$ cat src/rtl/seq_pkg.sv
// rtl/seq_pkg.sv - shared state encoding and defaults for the serial sequence link
// Purpose: state enum for the pattern transmitter FSM and the common pattern width
//          default also used by the downstream detector blocks.
// Ports:   none (package)
package seq_pkg;

  localparam int STATE_W       = 2;
  localparam int PAT_W_DEFAULT = 4;

  typedef enum logic [STATE_W-1:0] {
    ST_IDLE   = 2'd0,
    ST_SHIFT  = 2'd1,
    ST_GAP    = 2'd2,
    ST_PARITY = 2'd3
  } state_t;

endpackage

$ cat src/rtl/seq_pattern_tx_if.sv
// rtl/seq_pattern_tx_if.sv - control and serial-output bundle of the pattern transmitter
// Purpose: groups the request side (start/abort/pattern/reps) and the serial side
//          (x/x_vld/busy/done) of seq_pattern_tx.
// Ports:   master - drives start, abort, pattern, reps; observes x, x_vld, busy, done
//          slave  - the transmitter side of the same signals
interface seq_pattern_tx_if
  import seq_pkg::*;
#(
  parameter int PAT_W = PAT_W_DEFAULT,
  parameter int CNT_W = 4
);

  logic             start;
  logic             abort;
  logic [PAT_W-1:0] pattern;
  logic [CNT_W-1:0] reps;
  logic             x;
  logic             x_vld;
  logic             busy;
  logic             done;

  modport master (
    output start, abort, pattern, reps,
    input  x, x_vld, busy, done
  );

  modport slave (
    input  start, abort, pattern, reps,
    output x, x_vld, busy, done
  );

endinterface

$ cat src/rtl/seq_tx_shreg.sv
// rtl/seq_tx_shreg.sv - load/shift register with MSB tap for the pattern transmitter
// Purpose: holds the pattern being serialised; load has priority over shift,
//          shifting moves the next bit into the MSB position.
// Ports:   clk, rst (sync, active-high)
//          load_i  - load din_i
//          shift_i - shift left by one, zero fill
//          din_i   - PAT_W-bit load value
//          msb_o   - current MSB (the bit on the line)
module seq_tx_shreg #(
  parameter int PAT_W = 4
) (
  input  logic             clk,
  input  logic             rst,
  input  logic             load_i,
  input  logic             shift_i,
  input  logic [PAT_W-1:0] din_i,
  output logic             msb_o
);

  logic [PAT_W-1:0] sr_q, sr_d;

  always_comb begin
    sr_d = sr_q;
    if (load_i) begin
      sr_d = din_i;
    end else if (shift_i) begin
      sr_d = {sr_q[PAT_W-2:0], 1'b0};
    end
  end

  always_ff @(posedge clk) begin
    if (rst) begin
      sr_q <= '0;
    end else begin
      sr_q <= sr_d;
    end
  end

  assign msb_o = sr_q[PAT_W-1];

endmodule

$ cat src/rtl/seq_pattern_tx.sv
// rtl/seq_pattern_tx.sv - serial pattern transmitter driving the sequence-detector x input
// Purpose: captures pattern/reps on an accepted start and shifts the pattern out MSB
//          first, reps times, with GAP idle cycles between repetitions.
//          Optional macro SEQ_TX_PARITY_EN appends one even-parity bit per repetition.
// Ports:   clk, rst (sync, active-high)
//          bus (seq_pattern_tx_if.slave):
//            start, abort, pattern, reps  - request inputs
//            x, x_vld, busy, done         - serial output and status, all from flops
module seq_pattern_tx
  import seq_pkg::*;
#(
  parameter int PAT_W = PAT_W_DEFAULT,
  parameter int CNT_W = 4,
  parameter int GAP   = 0
) (
  input  logic            clk,
  input  logic            rst,
  seq_pattern_tx_if.slave bus
);

  localparam int BIT_W = $clog2(PAT_W);
  localparam int GAP_W = (GAP > 1) ? $clog2(GAP) : 1;
  localparam logic [BIT_W-1:0] BIT_LAST = BIT_W'(PAT_W - 1);
  localparam logic [GAP_W-1:0] GAP_LAST = GAP_W'((GAP > 0) ? GAP - 1 : 0);

  state_t           state_q, state_d;
  logic [PAT_W-1:0] pat_q, pat_d;
  logic [CNT_W-1:0] rep_q, rep_d;
  logic [BIT_W-1:0] bit_q, bit_d;
  logic [GAP_W-1:0] gap_q, gap_d;
  logic             done_q, done_d;

  logic             sh_load, sh_shift, sh_msb;
  logic [PAT_W-1:0] sh_din;
  logic             rep_end;

  seq_tx_shreg #(.PAT_W(PAT_W)) u_shreg (
    .clk     (clk),
    .rst     (rst),
    .load_i  (sh_load),
    .shift_i (sh_shift),
    .din_i   (sh_din),
    .msb_o   (sh_msb)
  );

  always_comb begin
    state_d  = state_q;
    pat_d    = pat_q;
    rep_d    = rep_q;
    bit_d    = bit_q;
    gap_d    = gap_q;
    done_d   = 1'b0;
    sh_load  = 1'b0;
    sh_shift = 1'b0;
    sh_din   = pat_q;
    rep_end  = 1'b0;

    case (state_q)
      ST_IDLE: begin
        // abort outranks start; a zero-rep request only produces the done pulse
        if (!bus.abort && bus.start) begin
          if (bus.reps == '0) begin
            done_d = 1'b1;
          end else begin
            pat_d   = bus.pattern;
            rep_d   = bus.reps;
            sh_din  = bus.pattern;
            sh_load = 1'b1;
            bit_d   = BIT_LAST;
            state_d = ST_SHIFT;
          end
        end
      end
      ST_SHIFT: begin
        if (bus.abort) begin
          state_d = ST_IDLE;
        end else if (bit_q == '0) begin
`ifdef SEQ_TX_PARITY_EN
          state_d = ST_PARITY;
`else
          rep_end = 1'b1;
`endif
        end else begin
          bit_d    = bit_q - BIT_W'(1);
          sh_shift = 1'b1;
        end
      end
      ST_PARITY: begin
        if (bus.abort) begin
          state_d = ST_IDLE;
        end else begin
          rep_end = 1'b1;
        end
      end
      ST_GAP: begin
        if (bus.abort) begin
          state_d = ST_IDLE;
        end else if (gap_q == '0) begin
          sh_load = 1'b1;
          bit_d   = BIT_LAST;
          state_d = ST_SHIFT;
        end else begin
          gap_d = gap_q - GAP_W'(1);
        end
      end
      default: state_d = ST_IDLE;
    endcase

    // rep_q counts repetitions still owed including the current one, so it
    // never has to go below 1 before the final return to IDLE
    if (rep_end) begin
      if (rep_q <= CNT_W'(1)) begin
        rep_d   = '0;
        done_d  = 1'b1;
        state_d = ST_IDLE;
      end else begin
        rep_d = rep_q - CNT_W'(1);
        if (GAP > 0) begin
          gap_d   = GAP_LAST;
          state_d = ST_GAP;
        end else begin
          sh_load = 1'b1;
          bit_d   = BIT_LAST;
          state_d = ST_SHIFT;
        end
      end
    end
  end

  always_ff @(posedge clk) begin
    if (rst) begin
      state_q <= ST_IDLE;
      pat_q   <= '0;
      rep_q   <= '0;
      bit_q   <= '0;
      gap_q   <= '0;
      done_q  <= 1'b0;
    end else begin
      state_q <= state_d;
      pat_q   <= pat_d;
      rep_q   <= rep_d;
      bit_q   <= bit_d;
      gap_q   <= gap_d;
      done_q  <= done_d;
    end
  end

  // Outputs are decoded only from flops; x is forced low outside data cycles
  assign bus.x     = (state_q == ST_SHIFT)  ? sh_msb :
                     (state_q == ST_PARITY) ? ^pat_q : 1'b0;
  assign bus.x_vld = (state_q == ST_SHIFT) || (state_q == ST_PARITY);
  assign bus.busy  = (state_q != ST_IDLE);
  assign bus.done  = done_q;

endmodule

$ cat src/flat_wrapper.sv
// flat-port wrapper written by rule: the top's interface ports become plain ports
module seq_pattern_tx_flat import seq_pkg::*;
#(
  parameter int PAT_W = PAT_W_DEFAULT,
  parameter int CNT_W = 4,
  parameter int GAP   = 0
)
  (clk, rst, bus_start, bus_abort, bus_pattern, bus_reps, bus_x, bus_x_vld, bus_busy, bus_done);
  seq_pattern_tx_if #(.PAT_W(PAT_W), .CNT_W(CNT_W)) bus_i ();
  input  logic clk;
  input  logic rst;
  input wire logic [$bits(bus_i.start)-1:0] bus_start;
  input wire logic [$bits(bus_i.abort)-1:0] bus_abort;
  input wire logic [$bits(bus_i.pattern)-1:0] bus_pattern;
  input wire logic [$bits(bus_i.reps)-1:0] bus_reps;
  output wire logic [$bits(bus_i.x)-1:0] bus_x;
  output wire logic [$bits(bus_i.x_vld)-1:0] bus_x_vld;
  output wire logic [$bits(bus_i.busy)-1:0] bus_busy;
  output wire logic [$bits(bus_i.done)-1:0] bus_done;
  assign bus_i.start = bus_start;
  assign bus_i.abort = bus_abort;
  assign bus_i.pattern = bus_pattern;
  assign bus_i.reps = bus_reps;
  assign bus_x = bus_i.x;
  assign bus_x_vld = bus_i.x_vld;
  assign bus_busy = bus_i.busy;
  assign bus_done = bus_i.done;
  seq_pattern_tx #(.PAT_W(PAT_W), .CNT_W(CNT_W), .GAP(GAP)) u_core (.clk(clk), .rst(rst), .bus(bus_i));
endmodule
$ cat config.mk
export PLATFORM = sky130hd
export DESIGN_NAME = seq_pattern_tx_flat
export DESIGN_NICKNAME = d
export VERILOG_FILES = /design/src/rtl/seq_pkg.sv /design/src/rtl/seq_pattern_tx_if.sv /design/src/rtl/seq_tx_shreg.sv /design/src/rtl/seq_pattern_tx.sv /design/src/flat_wrapper.sv
export SDC_FILE = /design/constraint.sdc
export NUM_CORES = 1
export LEC_CHECK = 0
export CAP_MARGIN = 0
export CORE_UTILIZATION = 26
export DETAILED_ROUTE_END_ITERATION = 16
export PLACE_DENSITY = 0.56
export SYNTH_ARGS = -nofsm -noshare
export SYNTH_HDL_FRONTEND = slang
export SYNTH_SLANG_ARGS = --single-unit
$ cat constraint.sdc
create_clock -name clk -period 2.4 [get_ports clk]
set_clock_uncertainty 0.05 [all_clocks]
set_input_delay 0.36 -clock clk [delete_from_list [all_inputs] [get_ports clk]]
set_output_delay 0.36 -clock clk [all_outputs]
set_load 0.03 [all_outputs]
# Word-level counts from Yosys, hierarchy flattened

Cells that the tools add are included.

Flip-flop bits (word level): 18
Word-level logic and storage cells: 84

Add/sub/neg operators: 3
Equality and inequality tests: 8
Muxes and demuxes: 49
Bitwise logic cells: 1
Magnitude comparators: 1
Reduce and logical (&&, ||, !) cells: 15

Operator list:

| cell                  | number |
|---|---|
| $mux W4               | 10 |
| $mux W2               | 14 |
| $mux W1               | 21 |
| $pmux W2 S3           | 2 |
| $reduce_bool A2 Y1    | 4 |
| $ne A3 B1 Y1 const B  | 2 |
| $eq A2 B2 Y1 const B  | 2 |
| $le A4 B1 Y1 const B  | 1 |
| $logic_not A2 Y1      | 2 |
| $logic_not A4 Y1      | 1 |
| $ne A4 B4 Y1 const B  | 1 |
| $pmux W1 S2           | 2 |
| $reduce_and A4 Y1     | 1 |
| $reduce_xor A4 Y1     | 1 |
| $sub A4 B1 Y4 const B | 1 |
| $ne A3 B2 Y1 const B  | 1 |
| $reduce_and A3 Y1     | 1 |
| $eq A2 B1 Y1 const B  | 1 |
| $ne A2 B1 Y1 const B  | 1 |
| $reduce_and A2 Y1     | 1 |
| $reduce_or A2 Y1      | 1 |
| $sub A2 B1 Y2 const B | 1 |
| $logic_and A1 B1 Y1   | 1 |
| $logic_not A1 Y1      | 1 |
| 3 further kinds       | 3 |

# Longest topological paths before layout

Word-level depth: 7
Depth in mapped cells: 6
Gate-level depth less buffers: 6

# Cells and area by module

Synthesis repeated with hierarchy kept, for this count alone.

Cell total of the unflattened synthesis: 97
Area, all modules: 867.1 um^2

By module, submodules not included:

| module         | area each (um^2) | times used | seq. area each (um^2) | cells each |
|---|---|---|---|---|
| seq_pattern_tx | 694.4            | 1          | 240.2                 | 80 |
| seq_tx_shreg   | 172.7            | 1          | 80.1                  | 17 |

# Least setup slack after synthesis

OpenSTA, ideal clock, no wires.

Path type: register to register
Start point: register u_core.state_q[0]
End point: register u_core.u_shreg.sr_q[1]
Arrival: 1374 ps
Buffers on the path: 1
Library setup time: 131 ps
Setup slack: 846 ps
Cell stages (with the launch flop): 6
Path through: dfxtp_1 nor2_1 and3b_1 buf_6 a2111oi_4 a211oi_2

Longest elaborated chain between the ends: 5
Elaborated cells on any way between the ends: 12
Those cells by class: eq/ne (3); mux (7); reduce/logical (2)

Ends and longest elaborated chain:

| item                                             | line                  | source |
|---|---|---|
| from (decl)                                      | seq_pattern_tx.sv:26  | `state_t state_q, state_d;` |
| from (signal assigned)                           | seq_pattern_tx.sv:139 | `state_q <= state_d;` |
| $eq A2 B2 Y1 or $logic_not A2 Y1 (tied branches) | seq_pattern_tx.sv:58  | `case (state_q)` |
| $pmux W1 S2                                      | seq_pattern_tx.sv:58  |  |
| $mux W1                                          | seq_pattern_tx.sv:112 | `if (rep_q <= CNT_W'(1)) begin` |
| $mux W1                                          | seq_pattern_tx.sv:111 | `if (rep_end) begin` |
| $mux W4 or $reduce_bool A2 Y1 (tied branches)    | n/a                   |  |
| to (signal assigned)                             | seq_tx_shreg.sv:35    | `sr_q <= sr_d;` |
| to (decl)                                        | seq_tx_shreg.sv:20    | `logic [PAT_W-1:0] sr_q, sr_d;` |

Several ways; a longest one is shown, not always the timed one.
A chain may end at the register's enable or synchronous reset.

# Worst setup path in the final report

Start point: register u_core.state_q[0]
End point: output bus_x

Longest elaborated chain between the ends: 3
Elaborated cells on any way between the ends: 4
Those cells by class: eq/ne (2); mux (2)

Ends and longest elaborated chain:

| item         | line                  | source |
|---|---|---|
| $eq A2 B2 Y1 | seq_pattern_tx.sv:150 | `(state_q == ST_PARITY) ? ^pat_q : 1'b0;` |
| $mux W1      | seq_pattern_tx.sv:150 |  |
| $mux W1 *    | seq_pattern_tx.sv:149 | `assign bus.x = (state_q == ST_SHIFT) ? sh_msb :` |
| to (decl)    | flat_wrapper.sv:16    | `output wire logic [$bits(bus_i.x)-1:0] bus_x;` |

Mark *: on every way between the ends. The rest lies on a longest branch, timed or not.

==> metrics <==
status=finished, final reports clean; largest net degree at the start of global routing=18; Post-Syn Area=868 um^2; Initial DRT Pass Iterations=4; Routed Antenna Nets=0; Seq cells post-synth=16; worst vdd ir=139 uV; Final setup viols=0; # IOs=16; layout cells sized above 1=about an eighth; Req. time, crit path=about 2.0 ns; die area=roughly 3600 um^2; vias per inst=4.93; WHS Path Cells=2; Slew @ Worst Pin=approximately 0.69 ns; standard-cell row count=20; leakage power=approximately 0.00037 uW; syn_nets=106; Post-CTS Setup Inserts=0; Port Buffers=15; crit path launch type=flip-flop; Worst-path clk slew=0.09 ns; Final period util=a little under 80%; worst relative slew slack=approximately 54%; DP HPWL=around 1.3 mm; first-pass GRT wire length=about 3 mm; RD Place Congestion=just under 0.8; Fin. Hold Viols=0; final WL=roughly 1.8 mm; crit-path max FO=6; syn_area_per_cell=about 9.4 um^2; Layout area overhead=23.9%; Wirelength per Cell=roughly 12 um; Clk Latency, worst-skew pair=about 0.29 ns; Power Density=around 550 nW/um^2; Num CTS Buffers=3; min Tclk post-route=about 1.9 ns; top_reg_cell synth=dfxtp_1; Initial DRC Count=29; final net count=around 120; number of H-tree levels=1; FF-to-FF setup slack=0.78 ns; post-synth top area cell=dfxtp_1; CP Class=flip-flop to output pin; filler cell count in the final layout=331; Critical Path Sink Type=output pin; Post-synth EDFFs=0; vias in the first global route=687; Critical Path AT=around 1.5 ns; total global routing overflow=0; Starting Density=between 20% and 30%; fmax=about 0.52 GHz; Total GRT Usage=between 10% and 20%; overall power=about 590 uW; initial antenna violation count=0; post-synth top area share=between 30 and 40%; DR DRC count=0; Num Clock Sinks=16; synth warn=0; CTS max path bufs=2; CTS tree=yes; final setup TNS=0 ns; Ant. Diodes=0; Die H=roughly 60 um; library cells used by synthesis=39; core area=just over 3000 um^2; Root Buffer=clkbuf_4; Post-Synthesis Cells=a little over 90; R2R depth=6; max-cap viol count=0; Hold-fix buffers, CTS=0; Seq/Total Area, Yosys=36.9%; Chip Width=approximately 60 um; Area contributors post-synth=dfxtp_1, nand2_1, mux2i_1; Slew Viols, Final=0; Vias=740; post_cts resized=0; ys async rst share=0%; RSZ-0062 raised after global routing=no; worst hold path type=flip-flop to flip-flop
## final cells by class
cell class	instances	area (um^2)	area share (%)
clock buffers	4	36.3	3.37
inverters	3	11.3	1.05
multi-input cells	68	503	46.7
flip-flops and latches	16	320	29.8
well taps	44	55.1	5.12
repair buffers	15	150	14.0
## per-layer routing
metal	routed length, um	share of wire [%]	track usage (%)
met5	0	0	0
met4	43	2.3	7.97
met3	77	4.2	3.25
met2	838	46	18.1
met1	874	48	14.1
## cell usage after synthesis (all sizes together), types with 3 or more instances
cell,count
nand2,12
inv,3
buf,3
dfxtp,16
mux2i,4
a31oi,3
nor2,8
a21oi,7
## critical path: stages (launching register included)
cell	delay (ns)
dfxtp_1	0.41
and2_1	0.14
clkdlybuf4s50_1	0.66
## cells in the final DEF, fill, tap and decap left out, types with 2 or more instances in the layout
master,n
a21oi_1,7
a31oi_1,3
clkbuf_4,3
clkdlybuf4s50_1,15
dfxtp_1,16
ha_1,2
inv_1,3
mux2i_1,4
nand2_1,12
nand3_1,2
nand4_1,2
nor2_1,7
nor3_1,2
o21a_1,2
o31ai_2,2
## per-stage QoR
step | utilization [%] | cells | instance area (um^2) | hold slack (ns) | setup WS (ns)
after floorplan | - | 92 | 868 | 0.386 | 0.846
after global placement | 33.5 | 146 | 1040 | 0.403 | 0.315
after detailed placement | 33.5 | 146 | 1040 | 0.405 | 0.253
after CTS | 34.7 | 150 | 1080 | 0.418 | 0.460
after global routing | 34.7 | 150 | 1080 | 0.439 | 0.399
final | 34.7 | 150 | 1080 | 0.414 | 0.491
## logic make-up (layout without fill, tap and decap cells)
group                    after synthesis  after routing  synth area share, %
flip-flops                            16             16                 36.9
XOR/XNOR                               1              1                 1.01
AO/OA/AOI/OAI                         24             24                 23.8
buffers and inverters                  8             22                 5.19
AND/OR/NAND/NOR                       37             37                 25.7
multiplexers                           4              4                 4.61
adder cells (fa/ha/maj)                2              2                 2.88
## worst paths after layout
check | end | startpoint
min reg2reg | u_core.pat_q[2] | u_core.pat_q[2]
max reg2reg | u_core.u_shreg.sr_q[2] | u_core.rep_q[0]
min | u_core.pat_q[2] | u_core.pat_q[2]
max | bus_x | u_core.state_q[0]
## power breakdown
group	leakage [uW]	switching, uW	internal, uW
Clock	0.0000210	92.4	92.4
Sequential	0.000131	15.2	281
Combinational	0.000221	57.2	51.1
## flip-flops by register name, summed over array words and instances (netlist names)
signal and count:
u_core.bit_q 2, u_core.bus.done 1, u_core.pat_q 4, u_core.rep_q 4, u_core.state_q 1, u_core.u_shreg.sr_q 4
No activity file was read; power rests on OpenSTA's default activity.
